**config.mk**
```make
export PLATFORM = sky130hd
export DESIGN_NAME = mem_stage
export DESIGN_NICKNAME = d
export VERILOG_FILES = /design/src/rtl/mem_stage.sv
export SDC_FILE = /design/constraint.sdc
export NUM_CORES = 1
export LEC_CHECK = 0
export ABC_AREA = 1
export CORE_ASPECT_RATIO = 0.75
export CORE_MARGIN = 2
export CORE_UTILIZATION = 40
export CTS_CLUSTER_SIZE = 8
export DETAILED_ROUTE_END_ITERATION = 8
export HOLD_SLACK_MARGIN = 0.1
export PLACE_DENSITY = 0.72
export SETUP_SLACK_MARGIN = 0.4
export SLEW_MARGIN = 20
export SYNTH_ARGS = -nofsm -noshare
export SYNTH_HDL_FRONTEND = slang
export SYNTH_SLANG_ARGS = --single-unit
```
**constraint.sdc**
```tcl
create_clock -name clk -period 2.5 [get_ports clk]
set_input_delay 0.25 -clock clk [delete_from_list [all_inputs] [get_ports clk]]
set_output_delay 0.25 -clock clk [all_outputs]
set_load 0.005 [all_outputs]
```
**src/rtl/mem_stage.sv**
```systemverilog
// Memory pipeline stage: issues loads/stores over a req/gnt/rvalid handshake,
// stalls upstream while an access is outstanding and feeds the MEM/WB register.
module mem_stage #(
   parameter int DW    = 32,
   parameter int CNT_W = 16
) (
   input  logic             clk,
   input  logic             rst_n,
   input  logic             i_PCSrcM,
   input  logic             i_RegWriteM,
   input  logic             i_MemtoRegM,
   input  logic             i_MemWriteM,
   input  logic [DW-1:0]    i_ALUResultM,
   input  logic [DW-1:0]    i_WriteDataM,
   input  logic [3:0]       i_WA3M,
   output logic             o_mem_req,
   output logic             o_mem_we,
   output logic [DW-1:0]    o_mem_addr,
   output logic [DW-1:0]    o_mem_wdata,
   input  logic             i_mem_gnt,
   input  logic             i_mem_rvalid,
   input  logic [DW-1:0]    i_mem_rdata,
   output logic             o_stallM,
   output logic             o_PCSrcW,
   output logic             o_RegWriteW,
   output logic             o_MemtoRegW,
   output logic [DW-1:0]    o_ReadDataW,
   output logic [DW-1:0]    o_ALUOutW,
   output logic [3:0]       o_WA3W,
   output logic [CNT_W-1:0] o_stall_cnt
);

   typedef enum logic [1:0] {IDLE, REQ, RSP} state_t;

   state_t          r_state;
   state_t          w_nextState;
   logic            r_we;
   logic [DW-1:0]   r_addr;
   logic [DW-1:0]   r_wdata;
   logic            r_PCSrc;
   logic            r_RegWrite;
   logic            r_MemtoReg;
   logic [3:0]      r_WA3;
   logic [CNT_W-1:0] r_stallCnt;

   logic            w_isStore;
   logic            w_isLoad;
   logic            w_isMem;
   logic            w_commit;
   logic            w_commitFromIn;
   logic            w_latch;
   logic [DW-1:0]   w_readData;

   // A store wins over a load when both flags are set.
   assign w_isStore   = i_MemWriteM;
   assign w_isLoad    = ~i_MemWriteM & i_MemtoRegM;
   assign w_isMem     = w_isStore | w_isLoad;
   assign o_stall_cnt = r_stallCnt;

   always_ff @(posedge clk or negedge rst_n) begin
      if (!rst_n) r_state <= IDLE;
      else        r_state <= w_nextState;
   end

   always_comb begin
      w_nextState    = r_state;
      o_mem_req      = 1'b0;
      o_mem_we       = 1'b0;
      o_mem_addr     = r_addr;
      o_mem_wdata    = r_wdata;
      o_stallM       = 1'b0;
      w_commit       = 1'b0;
      w_commitFromIn = 1'b0;
      w_latch        = 1'b0;
      w_readData     = '0;
      case (r_state)
         IDLE: begin
            o_mem_addr  = i_ALUResultM;
            o_mem_wdata = i_WriteDataM;
            o_mem_we    = w_isStore;
            if (!w_isMem) begin
               w_commit       = 1'b1;
               w_commitFromIn = 1'b1;
            end else begin
               o_mem_req = 1'b1;
               w_latch   = 1'b1;
               if (w_isStore && i_mem_gnt) begin
                  w_commit       = 1'b1;
                  w_commitFromIn = 1'b1;
               end else begin
                  o_stallM    = 1'b1;
                  w_nextState = (w_isLoad && i_mem_gnt) ? RSP : REQ;
               end
            end
         end
         REQ: begin
            o_mem_req = 1'b1;
            o_mem_we  = r_we;
            o_stallM  = 1'b1;
            if (i_mem_gnt) begin
               if (r_we) begin
                  o_stallM    = 1'b0;
                  w_commit    = 1'b1;
                  w_nextState = IDLE;
               end else begin
                  w_nextState = RSP;
               end
            end
         end
         RSP: begin
            o_stallM = 1'b1;
            if (i_mem_rvalid) begin
               o_stallM    = 1'b0;
               w_commit    = 1'b1;
               w_readData  = i_mem_rdata;
               w_nextState = IDLE;
            end
         end
         default: w_nextState = IDLE;
      endcase
   end

   // Request fields and M controls are captured when a memory op is first seen,
   // so the handshake stays stable even though upstream keeps driving.
   always_ff @(posedge clk or negedge rst_n) begin
      if (!rst_n) begin
         r_we       <= 1'b0;
         r_addr     <= '0;
         r_wdata    <= '0;
         r_PCSrc    <= 1'b0;
         r_RegWrite <= 1'b0;
         r_MemtoReg <= 1'b0;
         r_WA3      <= '0;
      end else if (w_latch) begin
         r_we       <= w_isStore;
         r_addr     <= i_ALUResultM;
         r_wdata    <= i_WriteDataM;
         r_PCSrc    <= i_PCSrcM;
         r_RegWrite <= i_RegWriteM;
         r_MemtoReg <= i_MemtoRegM;
         r_WA3      <= i_WA3M;
      end
   end

   // Non-commit edges insert a bubble: controls clear, data registers hold.
   always_ff @(posedge clk or negedge rst_n) begin
      if (!rst_n) begin
         o_PCSrcW    <= 1'b0;
         o_RegWriteW <= 1'b0;
         o_MemtoRegW <= 1'b0;
         o_ReadDataW <= '0;
         o_ALUOutW   <= '0;
         o_WA3W      <= '0;
      end else if (w_commit) begin
         o_PCSrcW    <= w_commitFromIn ? i_PCSrcM     : r_PCSrc;
         o_RegWriteW <= w_commitFromIn ? i_RegWriteM  : r_RegWrite;
         o_MemtoRegW <= w_commitFromIn ? i_MemtoRegM  : r_MemtoReg;
         o_ALUOutW   <= w_commitFromIn ? i_ALUResultM : r_addr;
         o_WA3W      <= w_commitFromIn ? i_WA3M       : r_WA3;
         o_ReadDataW <= w_readData;
      end else begin
         o_PCSrcW    <= 1'b0;
         o_RegWriteW <= 1'b0;
         o_MemtoRegW <= 1'b0;
      end
   end

   always_ff @(posedge clk or negedge rst_n) begin
      if (!rst_n)                              r_stallCnt <= '0;
      else if (o_stallM && (r_stallCnt != '1)) r_stallCnt <= r_stallCnt + 1'b1;
   end

endmodule

```
* Word level (Yosys, flattened, before mapping)
Index checks and enable logic that the tools add are counted.
W data, S select, Z words.
** Word-level totals
- Register bits after elaboration :: 161
- Bits of input ports :: 108
- Output and inout port bits :: 154
- Word-level logic and storage cells :: 67
** Operators by class
- Add/subtract/negate cells :: 1
- Equality and inequality tests :: 7
- Mux-type cells :: 36
- Bitwise operators :: 3
- Reduce and logical (&&, ||, !) cells :: 5
** Operators with widths (number)
- $mux W32 :: 5
- $mux W1 :: 19
- $add A16 B1 Y16 const B :: 1
- $ne A16 B16 Y1 const B :: 1
- $mux W2 :: 6
- $ne A2 B2 Y1 const B :: 4
- $pmux W1 S3 :: 2
- $pmux W2 S3 :: 1
- $mux W4 :: 1
- $pmux W1 S2 :: 2
- $reduce_and A4 Y1 :: 1
- $logic_and A1 B1 Y1 :: 3
- $eq A2 B1 Y1 const B :: 1
- $eq A2 B2 Y1 const B :: 1
- $logic_not A2 Y1 :: 1
- $and A1 B1 Y1 :: 1
- $not A1 Y1 :: 1
- $or A1 B1 Y1 :: 1

* Logic depth before layout (Yosys ltp)
- Depth after elaboration :: 7
- Depth in mapped cells :: 10

* Worst setup path before layout
OpenSTA, ideal clock, no wires.
- Path type :: register to register
- From :: reg r_stallCnt[0] (netlist: o_stall_cnt[0])
- To :: reg r_stallCnt[11] (netlist: o_stall_cnt[11])
- Setup time :: 65 ps
- Arrival time :: 1452 ps
- Data required time :: 2435 ps
- Setup slack :: 983 ps
- Cell stages (with the launch flop) :: 10
- Path buffers :: 1
- Clock period less this slack :: 1517 ps
- Path through :: dfrtp_1 -> ha_1 -> nand3_1 -> inv_2 -> nand2_1 -> nor2_1 -> nor2_1 -> buf_2 -> nand2_1 -> nand2_1
** Between the ends
- Cells in the longest elaborated chain, start to end :: 2
** Ends and longest elaborated chain
- start: declaration :: RTL line 44 : logic [CNT_W-1:0] r_stallCnt;
- start signal: assignment :: RTL line 170 : else if (o_stallM && (r_stallCnt != '1)) r_stallCnt <= r_stallCnt + 1'b1;
- branches (longest 2 deep; another with $add A16 B1 Y16)
Parallel ways; which one is timed is not known.
A chain may end at the register's enable or synchronous reset.

* Worst setup path after layout
- From :: reg r_state[1]
- To :: out o_mem_req
** Between the ends
- Cells in the longest elaborated chain, start to end :: 2
** Ends and longest elaborated chain
- start: declaration :: RTL line 35 : state_t r_state;
- start signal: assignment :: RTL line 62 : else r_state <= w_nextState;
- $eq A2 B1 Y1 / $logic_not A2 Y1 (equally long branches) :: RTL line 76 : case (r_state)
- $pmux W1 S2 * :: RTL line 76
- end: declaration :: RTL line 16 : output logic o_mem_req,
Mark *: on every way between the ends. The rest lies on a longest branch, timed or not.

==> impl_metrics.env <==
export IMPL_final_common_cell="nand2_1"
export IMPL_finalSetupViolCount=0
export IMPL_reg2reg_depth=8
export IMPL_synth_mux_area_frac=0
export IMPL_syn_area_per_cell_um2=7.59
export IMPL_rsz0062_at_grt="true"
export IMPL_htree_levels=4
export IMPL_syn_inst=1012
export IMPL_status="finished clean"
export IMPL_cts_made_buffers=17
export IMPL_critical_path_max_fanout=4
export IMPL_p_seq_frac=0.325
export IMPL_layout_common_cells="nand2_1 (395), clkdlybuf4s50_1 (196), dfrtp_1 (160)"
export IMPL_ys_warn_count=0
export IMPL_timing_worst_setup_path_type="reg2out"
export IMPL_syn_area_um2=7680
export IMPL_gp_congestion=0.839
export IMPL_fill_cells=1668
export IMPL_grt_max_degree=141
export IMPL_die_y_um=124
export IMPL_switching_power_mw=5.15
export IMPL_p_leak_nw=5.85
export IMPL_post_route_period_util=0.894
export IMPL_ios=262
export IMPL_wl_per_cell_um=14.5
export IMPL_yosysSeqAreaShare=0.524
export IMPL_antenna_found_initial=0
export IMPL_area_growth_pct=47.3
export IMPL_dr_pass1_iters=5
export IMPL_place_area_um2=10500
export IMPL_setup_tns_ps=0
export IMPL_p_clk_frac=0.179
export IMPL_period_minus_slack_ps=2240
export IMPL_cts_tree="built"
export IMPL_cts_root_buf="clkbuf_16"
export IMPL_clk_latency_ps=420
export IMPL_p_per_area_nw_per_um2=1190
export IMPL_rows=43
export IMPL_grt_pass1_vias=6754
export IMPL_diodes=0
export IMPL_synth_seq_cells=161
export IMPL_grt_pass1_wl_mm=34.1
export IMPL_synth_edf_count=0
export IMPL_required_ps=2250
export IMPL_crit_chain="nor2_4 -> buf_6 -> inv_4 -> nor2_2 -> inv_4 -> nand2_1 -> clkdlybuf4s50_1"
export IMPL_switching_share=0.382
export IMPL_ys_flop_type="dfrtp_1"
export IMPL_cts_buffer_depth=2
export IMPL_clock_skew_ps=12.9
export IMPL_synth_compound_area_share=0.124
export IMPL_routed_via_density=4.87
export IMPL_relSlewSlack=0.496
export IMPL_drive_above_1_share=0.0778
export IMPL_maxCapViolCount=0
export IMPL_startpoint_type="flip-flop"
export IMPL_finalHoldViolCount=0
export IMPL_layout_nets=1370
export IMPL_port_buffers=261
export IMPL_max_freq_ghz=0.447
export IMPL_syn_nets=1121
export IMPL_ir_worst_vdd_v=0.000691
export IMPL_worst_path_max_delay_cell="clkdlybuf4s50_1"
export IMPL_intPower_mw=8.35
export IMPL_clock_sinks=161
export IMPL_fp_dieW_um=164
export IMPL_reg2reg_from="o_stall_cnt[0]$_DFFE_PN0P_"
export IMPL_start_util=0.412
export IMPL_antenna_left=0
export IMPL_slowest_delay_ps=520
export IMPL_rrSetupSlack_ps=680
export IMPL_drc_errors=0
export IMPL_synth_adder_area_share=0.00163
export IMPL_coreArea_um2=18700
export IMPL_first_iter_violations=643
export IMPL_min_path_type="in2async"
export IMPL_synth_simple_gate_area_frac=0.261
export IMPL_synth_top_family_by_area="simple AND/OR/NAND/NOR gates"
export IMPL_r2r_end="o_stall_cnt[11]$_DFFE_PN0P_"
export IMPL_ys_types=20
export IMPL_overflow=0
export IMPL_synthXorXnorAreaFrac=0.00798
export IMPL_wl_mm=22.0
export IMPL_num_vias=7403
export IMPL_track_usage=0.212
export IMPL_critPathCaptureType="output pin"
export IMPL_post_dp_hpwl_mm=14.3
export IMPL_cts_reportedPaths_clkPinSlew_ps=70
export IMPL_crit_top_cell="inv_4"
export IMPL_async_flop_share=1.00
export IMPL_cp_data_arrival_time_ps=1990
export IMPL_postLayoutCellArea_um2=11300
export IMPL_worstMarginPinSlew_ps=756
export IMPL_slew_viol_final=0
export IMPL_die_area_um2=20300
export IMPL_pwr_share_comb=0.496
-- cells in the mapped netlist (6+ instances only) --
| library cell | instances | area share |
|---|---|---|
| o21ai_0 | 76 | 0.050 |
| nand2_1 | 396 | 0.19 |
| buf_1 | 6 | 0.0029 |
| nand3_1 | 80 | 0.052 |
| inv_1 | 85 | 0.042 |
| dfrtp_1 | 161 | 0.52 |
| xnor2_1 | 6 | 0.0068 |
| buf_2 | 27 | 0.018 |
| nor2_1 | 19 | 0.0093 |
| inv_2 | 7 | 0.0034 |
| o21ai_1 | 109 | 0.071 |
| clkbuf_1 | 26 | 0.013 |
-- metrics by stage --
| stage | util | hold WS (ps) | instances | power [mW] | worst slack [ps] |
|---|---|---|---|---|---|
| 2_1_floorplan | - | -45.6 | 1012 | 7.45 | 983 |
| 4_1_cts | 0.596 | 339 | 1508 | 13.4 | 171 |
| 3_5_place_dp | 0.565 | 224 | 1472 | 10.9 | 290 |
| 6_report | 0.606 | 314 | 1520 | 13.5 | 264 |
| 3_3_place_gp | 0.565 | 224 | 1472 | 10.8 | 278 |
| 5_1_grt | 0.606 | 362 | 1520 | 14.6 | 177 |
-- worst max path at each step --
stage	from	to
floorplan	o_stall_cnt[0]$_DFFE_PN0P_	o_stall_cnt[11]$_DFFE_PN0P_
global placement	r_state[1]$_DFFE_PN0P_	o_mem_addr[20]
detailed placement	r_state[1]$_DFFE_PN0P_	o_mem_addr[20]
CTS	r_state[1]$_DFFE_PN0P_	o_mem_addr[20]
global route	r_state[1]$_DFFE_PN0P_	o_mem_req
finish	r_state[1]$_DFFE_PN0P_	o_mem_req
-- power groups by stage --
stage	Clock (mW)	Sequential [mW]	Combinational (mW)
after floorplan	0	4.34	3.11
after global placement	0	4.37	6.45
after detailed placement	0	4.40	6.53
after CTS	2.47	4.38	6.52
after global routing	2.59	4.53	7.49
final	2.42	4.39	6.70
-- kinds of logic after synthesis --
group	count (synthesis)
simple gates	502
compound gates	187
flops	161
buf+inv	154
xor+xnor	7
fa+ha+maj	1
-- metal layers --
| layer | track usage | share of wire | vias to the layer above |
|---|---|---|---|
| met4 | 0.0658 | 0.014 | 0 |
| li1 | - | - | 3706 |
| met1 | 0.288 | 0.46 | 3463 |
| met2 | 0.333 | 0.45 | 214 |
| met3 | 0.0563 | 0.076 | 20 |
| met5 | 0 | 0 | - |
-- layout make-up --
type	count	area, um^2	share of cell area
repair buffers	291	3020	0.266
flip-flops and latches	161	4030	0.356
clock inverters	13	104	0.00917
repair inverters	1	6.26	0.000553
clock buffers	18	439	0.0388
multi-input cells	697	3060	0.270
inverters	92	353	0.0312
well taps	247	309	0.0273
-- state kept, by name, indices dropped and copies added, names as in the netlist, 2 cells and up --
name         count
o_WA3W           4
r_wdata         32
o_ReadDataW     32
o_ALUOutW       32
r_state          2
r_WA3            4
o_stall_cnt     16
r_addr          32
-- timing repair --
action | in CTS | in global routing
hold buffers | 1 | 0
gates cloned | 1 | 5
gates resized for setup | 46 | 106
buffers inserted | 3 | 7
pin swaps | 1 | 1
setup endpoints to repair | 79 | 62
endpoints found under the hold margin | 45 | 0
-- worst max-delay path: cells and delay by family, from the launching register on --
| family | cells | cell delay, ps |
|---|---|---|
| buf+inv | 4 | 750 |
| simple gates | 3 | 390 |
| flops | 1 | 420 |
No activity file was read; power rests on OpenSTA's default activity.
